### src/rtl/xaui_link_sequencer_if.sv
// Status/control bundle between the XAUI link sequencer and a GTX quad.
// The code_err_count signal exists only when XAUI_SEQ_STATS_EN is defined.
interface xaui_link_sequencer_if;
  logic [3:0] mgt_rxlock;
  logic [3:0] mgt_rxsyncok;
  logic [3:0] mgt_rxbufferr;
  logic [7:0] mgt_rxcodevalid;
  logic       mgt_tx_rst;
  logic       mgt_rx_rst;
  logic [3:0] mgt_rxencommaalign;
  logic       mgt_rxenchansync;
  logic       link_up;
  logic [2:0] state;
  logic [7:0] retry_count;
`ifdef XAUI_SEQ_STATS_EN
  logic [15:0] code_err_count;
`endif

  // Sequencer side: consumes lane status, drives quad controls and link status.
  modport master (
    input  mgt_rxlock, mgt_rxsyncok, mgt_rxbufferr, mgt_rxcodevalid,
    output mgt_tx_rst, mgt_rx_rst, mgt_rxencommaalign, mgt_rxenchansync,
    output link_up, state, retry_count
`ifdef XAUI_SEQ_STATS_EN
    , output code_err_count
`endif
  );

  // Quad / observer side.
  modport slave (
    output mgt_rxlock, mgt_rxsyncok, mgt_rxbufferr, mgt_rxcodevalid,
    input  mgt_tx_rst, mgt_rx_rst, mgt_rxencommaalign, mgt_rxenchansync,
    input  link_up, state, retry_count
`ifdef XAUI_SEQ_STATS_EN
    , input code_err_count
`endif
  );
endinterface

### src/rtl/xaui_link_sequencer.sv
// XAUI link bring-up sequencer: reset, lock, comma align, channel bond, monitor.
// Optional code-error statistics counter enabled by defining XAUI_SEQ_STATS_EN.
module xaui_link_sequencer #(
  parameter int unsigned RST_CYCLES      = 16,
  parameter int unsigned LOCK_TIMEOUT    = 4096,
  parameter int unsigned ALIGN_TIMEOUT   = 4096,
  parameter int unsigned CHANSYNC_CYCLES = 64
) (
  input  logic                   xaui_clk,
  input  logic                   mgt_reset,
  input  logic                   enable,
  xaui_link_sequencer_if.master  link
);

  localparam int unsigned DWELL_W = 16;
  localparam int unsigned RETRY_W = 8;
  localparam int unsigned LANES   = 4;
`ifdef XAUI_SEQ_STATS_EN
  localparam int unsigned CERR_W  = 16;
`endif

  typedef enum logic [2:0] {
    ST_IDLE      = 3'd0,
    ST_RST       = 3'd1,
    ST_WAIT_LOCK = 3'd2,
    ST_ALIGN     = 3'd3,
    ST_CHANSYNC  = 3'd4,
    ST_LINK_UP   = 3'd5
  } state_e;

  state_e               state_q, state_d;
  logic [DWELL_W-1:0]   dwell_q, dwell_d;
  logic [RETRY_W-1:0]   retry_q, retry_d;
  logic                 tx_rst_q, tx_rst_d;
  logic                 rx_rst_q, rx_rst_d;
  logic [LANES-1:0]     comma_q, comma_d;
  logic                 chansync_q, chansync_d;
  logic                 link_up_q, link_up_d;

  logic                 lock_all_c;
  logic                 sync_all_c;
  logic                 buf_err_c;
  logic                 code_ok_c;
  logic                 fail_c;

  assign lock_all_c = &link.mgt_rxlock;
  assign sync_all_c = &link.mgt_rxsyncok;
  assign buf_err_c  = |link.mgt_rxbufferr;
  assign code_ok_c  = &link.mgt_rxcodevalid;

  // Next state; success conditions are tested before timeouts so they win a tie.
  always_comb begin
    state_d = state_q;
    fail_c  = 1'b0;
    if (!enable) begin
      state_d = ST_IDLE;
    end else begin
      unique case (state_q)
        ST_IDLE: begin
          state_d = ST_RST;
        end
        ST_RST: begin
          if (dwell_q == DWELL_W'(RST_CYCLES - 1)) begin
            state_d = ST_WAIT_LOCK;
          end
        end
        ST_WAIT_LOCK: begin
          if (lock_all_c) begin
            state_d = ST_ALIGN;
          end else if (dwell_q == DWELL_W'(LOCK_TIMEOUT - 1)) begin
            state_d = ST_RST;
            fail_c  = 1'b1;
          end
        end
        ST_ALIGN: begin
          if (sync_all_c) begin
            state_d = ST_CHANSYNC;
          end else if (dwell_q == DWELL_W'(ALIGN_TIMEOUT - 1)) begin
            state_d = ST_RST;
            fail_c  = 1'b1;
          end
        end
        ST_CHANSYNC: begin
          if (dwell_q == DWELL_W'(CHANSYNC_CYCLES - 1)) begin
            if (code_ok_c) begin
              state_d = ST_LINK_UP;
            end else begin
              state_d = ST_RST;
              fail_c  = 1'b1;
            end
          end
        end
        ST_LINK_UP: begin
          if (!lock_all_c || !sync_all_c || buf_err_c) begin
            state_d = ST_RST;
            fail_c  = 1'b1;
          end
        end
        default: begin
          state_d = ST_IDLE;
        end
      endcase
    end
  end

  // Dwell counter restarts on every state entry.
  always_comb begin
    dwell_d = dwell_q + DWELL_W'(1);
    if (state_d != state_q) begin
      dwell_d = '0;
    end
  end

  always_comb begin
    retry_d = retry_q;
    if (fail_c && (retry_q != {RETRY_W{1'b1}})) begin
      retry_d = retry_q + RETRY_W'(1);
    end
  end

  // Output decode from the next state so the registered outputs track state_q.
  always_comb begin
    tx_rst_d   = 1'b0;
    rx_rst_d   = 1'b0;
    comma_d    = '0;
    chansync_d = 1'b0;
    link_up_d  = 1'b0;
    unique case (state_d)
      ST_IDLE, ST_RST: begin
        tx_rst_d = 1'b1;
        rx_rst_d = 1'b1;
      end
      ST_WAIT_LOCK: begin
      end
      ST_ALIGN: begin
        comma_d = {LANES{1'b1}};
      end
      ST_CHANSYNC: begin
        comma_d    = {LANES{1'b1}};
        chansync_d = 1'b1;
      end
      ST_LINK_UP: begin
        chansync_d = 1'b1;
        link_up_d  = 1'b1;
      end
      default: begin
        tx_rst_d = 1'b1;
        rx_rst_d = 1'b1;
      end
    endcase
  end

  always_ff @(posedge xaui_clk) begin
    if (mgt_reset) begin
      state_q    <= ST_IDLE;
      dwell_q    <= '0;
      retry_q    <= '0;
      tx_rst_q   <= 1'b1;
      rx_rst_q   <= 1'b1;
      comma_q    <= '0;
      chansync_q <= 1'b0;
      link_up_q  <= 1'b0;
    end else begin
      state_q    <= state_d;
      dwell_q    <= dwell_d;
      retry_q    <= retry_d;
      tx_rst_q   <= tx_rst_d;
      rx_rst_q   <= rx_rst_d;
      comma_q    <= comma_d;
      chansync_q <= chansync_d;
      link_up_q  <= link_up_d;
    end
  end

`ifdef XAUI_SEQ_STATS_EN
  logic [CERR_W-1:0] cerr_q, cerr_d;

  // Counts LINK_UP cycles with any invalid code byte; only mgt_reset clears it.
  always_comb begin
    cerr_d = cerr_q;
    if ((state_q == ST_LINK_UP) && !code_ok_c && (cerr_q != {CERR_W{1'b1}})) begin
      cerr_d = cerr_q + CERR_W'(1);
    end
  end

  always_ff @(posedge xaui_clk) begin
    if (mgt_reset) begin
      cerr_q <= '0;
    end else begin
      cerr_q <= cerr_d;
    end
  end

  assign link.code_err_count = cerr_q;
`endif

  assign link.mgt_tx_rst         = tx_rst_q;
  assign link.mgt_rx_rst         = rx_rst_q;
  assign link.mgt_rxencommaalign = comma_q;
  assign link.mgt_rxenchansync   = chansync_q;
  assign link.link_up            = link_up_q;
  assign link.state              = 3'(state_q);
  assign link.retry_count        = retry_q;

endmodule

### src/flat_wrapper.sv
// flat-port wrapper written by rule: the top's interface ports become plain ports
module xaui_link_sequencer_flat 
#(
  parameter int unsigned RST_CYCLES      = 16,
  parameter int unsigned LOCK_TIMEOUT    = 4096,
  parameter int unsigned ALIGN_TIMEOUT   = 4096,
  parameter int unsigned CHANSYNC_CYCLES = 64
)
  (xaui_clk, mgt_reset, enable, link_mgt_rxlock, link_mgt_rxsyncok, link_mgt_rxbufferr, link_mgt_rxcodevalid, link_mgt_tx_rst, link_mgt_rx_rst, link_mgt_rxencommaalign, link_mgt_rxenchansync, link_link_up, link_state, link_retry_count);
  xaui_link_sequencer_if link_i ();
  input  logic xaui_clk;
  input  logic mgt_reset;
  input  logic enable;
  input wire logic [$bits(link_i.mgt_rxlock)-1:0] link_mgt_rxlock;
  input wire logic [$bits(link_i.mgt_rxsyncok)-1:0] link_mgt_rxsyncok;
  input wire logic [$bits(link_i.mgt_rxbufferr)-1:0] link_mgt_rxbufferr;
  input wire logic [$bits(link_i.mgt_rxcodevalid)-1:0] link_mgt_rxcodevalid;
  output wire logic [$bits(link_i.mgt_tx_rst)-1:0] link_mgt_tx_rst;
  output wire logic [$bits(link_i.mgt_rx_rst)-1:0] link_mgt_rx_rst;
  output wire logic [$bits(link_i.mgt_rxencommaalign)-1:0] link_mgt_rxencommaalign;
  output wire logic [$bits(link_i.mgt_rxenchansync)-1:0] link_mgt_rxenchansync;
  output wire logic [$bits(link_i.link_up)-1:0] link_link_up;
  output wire logic [$bits(link_i.state)-1:0] link_state;
  output wire logic [$bits(link_i.retry_count)-1:0] link_retry_count;
  assign link_i.mgt_rxlock = link_mgt_rxlock;
  assign link_i.mgt_rxsyncok = link_mgt_rxsyncok;
  assign link_i.mgt_rxbufferr = link_mgt_rxbufferr;
  assign link_i.mgt_rxcodevalid = link_mgt_rxcodevalid;
  assign link_mgt_tx_rst = link_i.mgt_tx_rst;
  assign link_mgt_rx_rst = link_i.mgt_rx_rst;
  assign link_mgt_rxencommaalign = link_i.mgt_rxencommaalign;
  assign link_mgt_rxenchansync = link_i.mgt_rxenchansync;
  assign link_link_up = link_i.link_up;
  assign link_state = link_i.state;
  assign link_retry_count = link_i.retry_count;
  xaui_link_sequencer #(.RST_CYCLES(RST_CYCLES), .LOCK_TIMEOUT(LOCK_TIMEOUT), .ALIGN_TIMEOUT(ALIGN_TIMEOUT), .CHANSYNC_CYCLES(CHANSYNC_CYCLES)) u_core (.xaui_clk(xaui_clk), .mgt_reset(mgt_reset), .enable(enable), .link(link_i));
endmodule
### config.mk
export PLATFORM = sky130hd
export DESIGN_NAME = xaui_link_sequencer_flat
export DESIGN_NICKNAME = d
export VERILOG_FILES = /design/src/rtl/xaui_link_sequencer_if.sv /design/src/rtl/xaui_link_sequencer.sv /design/src/flat_wrapper.sv
export SDC_FILE = /design/constraint.sdc
export NUM_CORES = 1
export LEC_CHECK = 0
export ABC_AREA = 1
export CORE_MARGIN = 4
export CORE_UTILIZATION = 30
export DETAILED_ROUTE_END_ITERATION = 8
export SLEW_MARGIN = 20
export SYNTH_ARGS = -nofsm -noshare
export SYNTH_HDL_FRONTEND = slang
export SYNTH_SLANG_ARGS = --single-unit
export TNS_END_PERCENT = 50
### constraint.sdc
create_clock -name xaui_clk -period 5.39 [get_ports xaui_clk]
set_clock_uncertainty 0.1 [all_clocks]
set_input_delay 1.3475 -clock xaui_clk [delete_from_list [all_inputs] [get_ports xaui_clk]]
set_output_delay 1.3475 -clock xaui_clk [all_outputs]
set_load 0.01 [all_outputs]
==> flow_summary.toml, run 1 <==
[timing]
finalHoldViolCount = 0
rsz0062_at_grt = "no"
slew_viol_final = 0
max_freq_mhz = 340
fin_crit_sh = 0.545
fin_tns_setup_ns = 0
whs_ns = 0.366
tightest_slew_ns = 0.533
relSlewSlack = 0.643
fin_crit_ns = 2.94
setup_viol = 0

[final_layout]
finish.instance_area_um2 = 2380
layout.nets = 317
antenna_cells = 0
area_growth_pct = 31.5
final.fill_count = 615
drive_above_1_share = 0.0990
utilization = 0.404

[setup_path]
start_kind = "input pin"
cp_max_fo = 9
required_ns = 5.43
path_class = "in2reg"
worstSetupEndpointType = "flip-flop"
cp.arrival_ns = 2.98

[route]
drtAntennaViolNets = 0
wire_per_inst_um = 11.1
avgViaCountPerCell = 4.55
drcViolationCount = 0
vias = 1673
firstDrtPassIters = 4
wl_mm = 4.08
drt_iter0_markers = 77

[clocking]
postCtsHoldBufs = 0
cts_sinks = 31
cts_resized = 0
htreeDepth = 2
cts-root-buf = "clkbuf_8"
tritoncts = "built"
insertion_delay_ns = 0.28
clk_path_buf_depth = 2
post-cts-setup-buffers = 0
cts_inserted_buffers = 5
clk_pin_slew_ns = 0.07

[synth]
synth_most_common_cell = "nand2_1"
synth_edf_count = 0
synth_area_per_cell_um2 = 7.20
synth_area_leaders = "dfxtp_1 (34%), nand2_1 (10%), nor2_1 (6.4%), nand3_1 (6.4%), inv_1 (5.8%)"
synth_mux_area_frac = 0
synth.largest_area_cell = "dfxtp_1"
postSynth.asyncResetShare = 0
ys_ff_latch = 31
synth_top_flop_cell = "dfxtp_1"
synthAdderAreaFrac = 0.0138
synth_simple_gate_area_frac = 0.406
syn_inst = 251
yosysTopAreaCellShare = 0.343
yosys_warnings = 0
synth_compound_area_frac = 0.0512
synth_xor_area_frac = 0.0969
syn_nets = 276
syn_area_um2 = 1810
synth_common_cells = "nand2_1 (50), dfxtp_1 (31), nor2_1 (31)"
ys_types = 25
synth_top_family_by_area = "simple AND/OR/NAND/NOR gates"
yosysSeqAreaShare = 0.343

[hold_path]
hold_path.class = "reg2reg"

[power_and_ir_drop]
p_leak_nw = 0.914
p_per_area_nw_per_um2 = 214
peakVddDrop_mv = 0.135

[global_route]
antenna_found_initial = 0
grt_pass1_vias = 1619
grt.total_usage = 0.117
grt_overflow = 0
grt_pass1_wl_mm = 7.02
grt_start_max_net_pins = 17

[place]
place_congestion = 0.899
dp_hpwl_mm = 3.11
placed_cell_area_um2 = 2260
io_buffers = 41

[floorplan]
ios = 42
die_w_um = 85.6
start_util = 0.307
die-area_um2 = 7330
fp.dieH_um = 85.6
core_area_um2 = 5890
rows = 28

[run_status]
status = "finished, final reports clean"

[flow_run]
drv_cap = 0
[layer usage]
layer  wire length (um)  vias up  GRT usage
li1                   -      890          -
met1               1950      733      0.145
met2               1780       45      0.186
met3                276        5     0.0327
met4                 81        0     0.0561
met5                  0        -          0
[final timing paths]
path                            depth (start not counted)                          to  slack [ns]                 start
worst min register to register                          1           u_core.dwell_q[0]        0.37     u_core.dwell_q[0]
worst max register to register                          8  u_core.link.retry_count[5]        3.22     u_core.dwell_q[0]
worst max-delay path                                    9  u_core.link.retry_count[5]        2.45  link_mgt_rxsyncok[3]
worst min-delay path                                    1           u_core.dwell_q[0]        0.37     u_core.dwell_q[0]
[layout make-up]
cell class	count	area (um^2)	share of cell area
Clock buffer	6	82.6	0.0347
Clock inverter	2	35.0	0.0147
Inverter	29	109	0.0458
Multi-Input combinational cell	184	1030	0.432
Sequential cell	31	621	0.261
Tap cell	75	93.8	0.0395
Timing Repair Buffer	41	410	0.173
[registers in the layout, indices dropped and copies added (netlist names)]
name / cells
u_core.link.retry_count: 8
u_core.link.mgt_tx_rst: 1
u_core.link.mgt_rxenchansync: 1
u_core.link.link_up: 1
u_core.link.state: 3
u_core.dwell_q: 16
u_core.link.mgt_rxencommaalign: 1
[per-stage QoR]
stage | setup WS, ns | total power [W] | std cells
after floorplan | 2.87 | 0.000259 | 251
after global placement | 2.16 | 0.000280 | 360
after detailed placement | 2.13 | 0.000281 | 360
after CTS | 2.43 | 0.000518 | 368
after global routing | 2.22 | 0.000529 | 368
final | 2.45 | 0.000509 | 368
[kinds of logic after synthesis]
group,Yosys count
AO/OA/AOI/OAI,16
buffers and inverters,36
XOR/XNOR,20
adder cells (fa/ha/maj),2
flip-flops,31
AND/OR/NAND/NOR,146
[worst max-delay path: stages]
cell and delay [ns]:
clkdlybuf4s50_1 0.42, nand4_1 0.12, nand2_1 0.10, inv_1 0.08, a21oi_1 0.05, o211ai_2 0.37
nand2_1 0.30, nand2_1 0.12, a21oi_1 0.07
[cell usage in the layout (no fill, tap or decap)]
cell / count
nand3_2: 1
dfxtp_1: 31
nor2_2: 1
nand3b_1: 2
a21oi_1: 13
o211ai_1: 1
clkdlybuf4s50_1: 41
nor3_1: 11
nor2_1: 31
o21bai_1: 1
nand3_4: 1
nand2_2: 6
nor3_2: 10
clkbuf_8: 6
nand2_1: 50
nand3_1: 23
nand4_1: 9
bufinv_16: 1
clkinv_2: 1
xor2_1: 8
clkinv_1: 1
nor3_4: 1
o211ai_2: 1
xnor2_1: 12
inv_1: 28
ha_1: 2
[power by group]
part	leakage (nW)	total [W]	internal, W	switching [W]
Sequential	0.250	0.000233	0.000231	0.00000183
Clock	0.0612	0.000233	0.000149	0.0000839
Combinational	0.603	0.0000422	0.0000219	0.0000204
Total	0.914	0.000509	0.000402	0.000106
Note: power is estimated with default switching activity, not from simulation.
==> run 2, diff against run 1 <==
Clock period 5.39 ns to 2.75 ns, I/O delays scaled along.
==> run 2 against run 1 <==
Compared with the run above:
- worst setup slack got worse by 1.9 ns
- non-clock buffer count rose by 3
- via count grew 1.4%
- power up 96%
- wire length about the same
- clock power grew 96%
- critical path depth is 2 higher
- sequential power is 96% higher
- utilization increased by 0.38 points
- global-route usage shrank 0.23 points
- flip-flop and latch count did not move
==> flow_summary.toml, run 2 (synthesis results as in run 1) <==
[power_and_ir_drop]
peakVddDrop_mv = 0.229
fin_total_pwr_w = 0.000997
p_leak_nw = 0.930
p_per_area_nw_per_um2 = 415

[route]
vias = 1696
drtAntennaViolNets = 0
drcViolationCount = 0
wire_per_inst_um = 11.0
wl_mm = 4.08
firstDrtPassIters = 4
avgViaCountPerCell = 4.57
drt_iter0_markers = 90

[final_layout]
regArea_um2 = 621
area_growth_pct = 32.7
largest_reg_flops = 16
final_cell_mix = "nand2_1 (50), clkdlybuf4s50_1 (41), nor2_1 (31), dfxtp_1 (31), inv_1 (28)"
antenna_cells = 0
drive_above_1_share = 0.108
regMostFlops = "u_core.dwell_q"
layout.nets = 320
layout_commonest_cell = "nand2_1"
multi_input_area_um2 = 1030
finish.instance_area_um2 = 2400
utilization = 0.408
final.fill_count = 624

[timing]
max_freq_mhz = 446
slew_viol_final = 0
tightest_slew_ns = 0.413
fin_crit_sh = 0.815
fin_crit_ns = 2.24
relSlewSlack = 0.724
finalHoldViolCount = 0
rsz0062_at_grt = "no"
fin_tns_setup_ns = 0
setup_viol = 0

[floorplan]
core_area_um2 = 5890
fp.dieH_um = 85.6
die_w_um = 85.6
rows = 28
start_util = 0.307
ios = 42
die-area_um2 = 7330

[global_route]
grt.total_usage = 0.114
grt_pass1_wl_mm = 6.82
grt_overflow = 0
grt_pass1_vias = 1582
grt_start_max_net_pins = 17
antenna_found_initial = 0

[setup_path]
path_class = "in2reg"
slowest_stage = "clkdlybuf4s50_1"
cp_max_fo = 16
cp_common_cell = "nand2_1"
cp.arrival_ns = 2.34
worst-path-buf-inv = 1
required_ns = 2.84
path_cells = "clkdlybuf4s50_1 > nand2_1 > nor2_1 > nand4_1 > nand3_1 > nand2_1 > nand3_1 > nand2_1 > nand2_1 > nand2_2 > nor3_1"
worstSetupEndpointType = "flip-flop"
slowest_delay_ns = 0.46
start_kind = "input pin"
cp_top_family = "simple AND/OR/NAND/NOR gates"

[clocking]
clk_pin_slew_ns = 0.06
insertion_delay_ns = 0.28
tritoncts = "built"
post-cts-setup-buffers = 0
cts_sinks = 31
cts_inserted_buffers = 5
htreeDepth = 2
clk_path_buf_depth = 2
postCtsHoldBufs = 0
cts_resized = 0
cts-root-buf = "clkbuf_8"

[place]
place_congestion = 0.871
dp_hpwl_mm = 3.12
placed_cell_area_um2 = 2280
io_buffers = 41

[hold_path]
hold_path.class = "reg2reg"

[run_status]
status = "finished, final reports clean"

[flow_run]
drv_cap = 0
[run 2: changes by cell type in the layout (fill, tap and decap cells not counted)]
cell,before,now
buf_4,0,3
[run 2: worst paths after layout]
kind,from,endpoint,slack (ns),cells after the start
setup / recovery,link_mgt_rxcodevalid[4],u_core.dwell_q[0],0.51,11
hold / removal,u_core.dwell_q[0],u_core.dwell_q[0],0.37,1
setup reg to reg,u_core.dwell_q[0],u_core.dwell_q[0],0.64,9
hold reg to reg,u_core.dwell_q[0],u_core.dwell_q[0],0.37,1
[run 2: worst register-to-register path, stage by stage (launching register included)]
cell and delay [ns]:
dfxtp_1 0.35, ha_1 0.22, nand3_2 0.17, nor3_1 0.26, nand2_1 0.11, a21oi_1 0.13
nand3_1 0.13, nand3_1 0.14, nand3_4 0.23, nor3_1 0.20
[run 2: cell type report]
cell class              instances  share of cell area
repair buffers                 44               0.180
multi-input cells             184               0.428
inverters                      29              0.0454
flip-flops and latches         31               0.259
clock inverters                 2              0.0146
well taps                      75              0.0391
clock buffers                   6              0.0344
[run 2: metal layers]
metal	GRT usage	vias to the layer above	part of all wire
met4	0.0518	0	0.018
met5	0	-	0
met2	0.181	41	0.44
met1	0.144	751	0.47
met3	0.0336	5	0.063
li1	-	899	-
[run 2: stage by stage]
| step | worst slack (ns) | hold slack, ns | std cells |
|---|---|---|---|
| 5_1_grt | 0.289 | 0.400 | 371 |
| 2_1_floorplan | 0.885 | 0.329 | 251 |
| 3_3_place_gp | 0.238 | 0.351 | 363 |
| 6_report | 0.509 | 0.366 | 371 |
| 4_1_cts | 0.463 | 0.378 | 371 |
| 3_5_place_dp | 0.195 | 0.353 | 363 |
[run 2: where the power goes]
| part | internal [W] | total (W) | leakage (nW) | switching, W |
|---|---|---|---|---|
| registers | 0.000453 | 0.000457 | 0.250 | 0.00000351 |
| clock network | 0.000293 | 0.000457 | 0.0612 | 0.000164 |
| logic | 0.0000438 | 0.0000835 | 0.619 | 0.0000397 |
| total | 0.000790 | 0.000997 | 0.930 | 0.000207 |
==> run 3, diff against run 2 <==
Clock period 2.75 ns to 2.25 ns, I/O delays scaled along.
==> run 3 against run 2 <==
Compared with the run above:
- first-iteration DRC count down 3.3%
- wire length increased by 0.15%
- largest cell class unchanged
- largest power group unchanged
- non-clock buffer count is 9 higher
- worst hold slack better by 0.011 ns
- power grew 10%
- flip-flop and latch count did not move
- register-to-register slack got worse by 0.48 ns
==> flow_summary.toml, run 3 (synthesis results as in run 1) <==
[setup_path]
path_class = "reg2reg"
worstSetupEndpointType = "flip-flop"
path_cells = "ha_1 > nand3_2 > nor3_4 > nand2_2 > nand2_1 > nand3b_1 > nand2_2 > nand2_2 > nand2_2 > nand3_4 > nor3_1"
cp_max_fo = 16
slowest_delay_ns = 0.36
start_kind = "flip-flop"
cp_top_family = "simple AND/OR/NAND/NOR gates"
worst-path-buf-inv = 0
cp.arrival_ns = 2.18
required_ns = 2.34
cp_common_cell = "nand2_2"
slowest_stage = "dfxtp_1"

[final_layout]
final.fill_count = 608
layout.nets = 329
final_cell_mix = "nand2_1 (50), clkdlybuf4s50_1 (41), nor2_1 (31), dfxtp_1 (31), inv_1 (28)"
drive_above_1_share = 0.135
layout_commonest_cell = "nand2_1"
area_growth_pct = 35.8
largest_reg_flops = 16
utilization = 0.417
antenna_cells = 0
regMostFlops = "u_core.dwell_q"

[global_route]
grt.total_usage = 0.115
grt_overflow = 0
antenna_found_initial = 0
grt_start_max_net_pins = 17
grt_pass1_vias = 1643
grt_pass1_wl_mm = 6.98

[route]
wl_mm = 4.09
drcViolationCount = 0
firstDrtPassIters = 4
drtAntennaViolNets = 0
drt_iter0_markers = 87
avgViaCountPerCell = 4.57
vias = 1733
wire_per_inst_um = 10.8

[hold_path]
hold_path.class = "reg2reg"

[clocking]
cts_sinks = 31
cts_inserted_buffers = 5
htreeDepth = 2
cts-root-buf = "clkbuf_8"
clk_path_buf_depth = 2
tritoncts = "built"
clk_pin_slew_ns = 0.06
insertion_delay_ns = 0.28
postCtsHoldBufs = 0

[timing]
slew_viol_final = 0
fin_ws_ns = 0.159
finalHoldViolCount = 0
rsz0062_at_grt = "yes"
fin_crit_ns = 2.09
relSlewSlack = 0.812
tightest_slew_ns = 0.280
max_freq_mhz = 478
setup_viol = 0
fin_crit_sh = 0.929

[power_and_ir_drop]
peakVddDrop_mv = 0.181
p_int_w = 0.000855
p_sw_frac = 0.223
p_leak_nw = 0.968
power_frac_comb = 0.102
p_clk_frac = 0.391
switchingPower_w = 0.000245
p_per_area_nw_per_um2 = 448
fin_total_pwr_w = 0.00110
p_seq_frac = 0.507

[floorplan]
fp.dieH_um = 85.6
ios = 42
core_area_um2 = 5890
rows = 28
die_w_um = 85.6
die-area_um2 = 7330
start_util = 0.307

[place]
preCtsSetupSlack_ns = -0.0946
io_buffers = 41
dp_hpwl_mm = 3.14
place_congestion = 0.866

[run_status]
status = "finished, final reports clean"

[flow_run]
drv_cap = 0
run 3: changes by cell type in the layout (fill, tap and decap cells not counted):
cell,previous run,this run
nor3_2,10,11
buf_4,3,11
nor3_1,11,10
buf_12,0,1
bufinv_16,1,0
run 3: metrics by stage:
step	instances	setup TNS, ns	cell area, um^2	hold slack [ns]
after CTS	378	0	2440	0.391
final	379	0	2450	0.378
after global routing	379	-0.347	2450	0.407
after global placement	371	-0.922	2350	0.352
after detailed placement	371	-1.41	2350	0.357
after floorplan	251	0	1810	0.329
run 3: per-layer routing:
metal	share of wire	track usage	vias to the layer above
li1	-	-	915
met5	0	0	-
met4	0.022	0.0547	0
met1	0.47	0.136	771
met3	0.054	0.0269	7
met2	0.45	0.194	40
run 3: final cells by class:
| type | count | area [um^2] | area share |
|---|---|---|---|
| tap | 75 | 93.8 | 0.0382 |
| clock buffer | 6 | 82.6 | 0.0336 |
| timing repair buffer | 53 | 513 | 0.209 |
| multi-input combinational | 184 | 1030 | 0.420 |
| clock inverter | 1 | 5.00 | 0.00204 |
| sequential | 31 | 621 | 0.253 |
| inverter | 29 | 109 | 0.0443 |
run 3: what timing repair did:
action                     CTS  global route
setup endpoints to repair    0             9
buffers inserted             0             1
resized for setup            0             1
run 3: worst reg2reg max path: stages (launching register included):
cell,delay [ns]
dfxtp_1,0.36
ha_1,0.22
nand3_2,0.17
nor3_4,0.27
nand2_2,0.10
nand2_1,0.07
nand3b_1,0.11
nand2_2,0.10
nand2_2,0.05
nand2_2,0.07
nand3_4,0.20
nor3_1,0.21
run 3: power by group through the flow:
stage	Clock, W	Combinational [W]	Sequential, W
after global routing	0.000467	0.000123	0.000559
after CTS	0.000447	0.000113	0.000558
after floorplan	0	0.0000510	0.000570
after detailed placement	0	0.000113	0.000570
final	0.000430	0.000112	0.000558
after global placement	0	0.000112	0.000570
run 3: final timing paths:
check / from / to / slack [ns] / depth (start not counted)
worst max-delay path: u_core.dwell_q[0] / u_core.dwell_q[0] / 0.16 / 11
worst min-delay path: u_core.dwell_q[0] / u_core.dwell_q[0] / 0.38 / 1
worst max register to register: u_core.dwell_q[0] / u_core.dwell_q[0] / 0.16 / 11
worst min register to register: u_core.dwell_q[0] / u_core.dwell_q[0] / 0.38 / 1
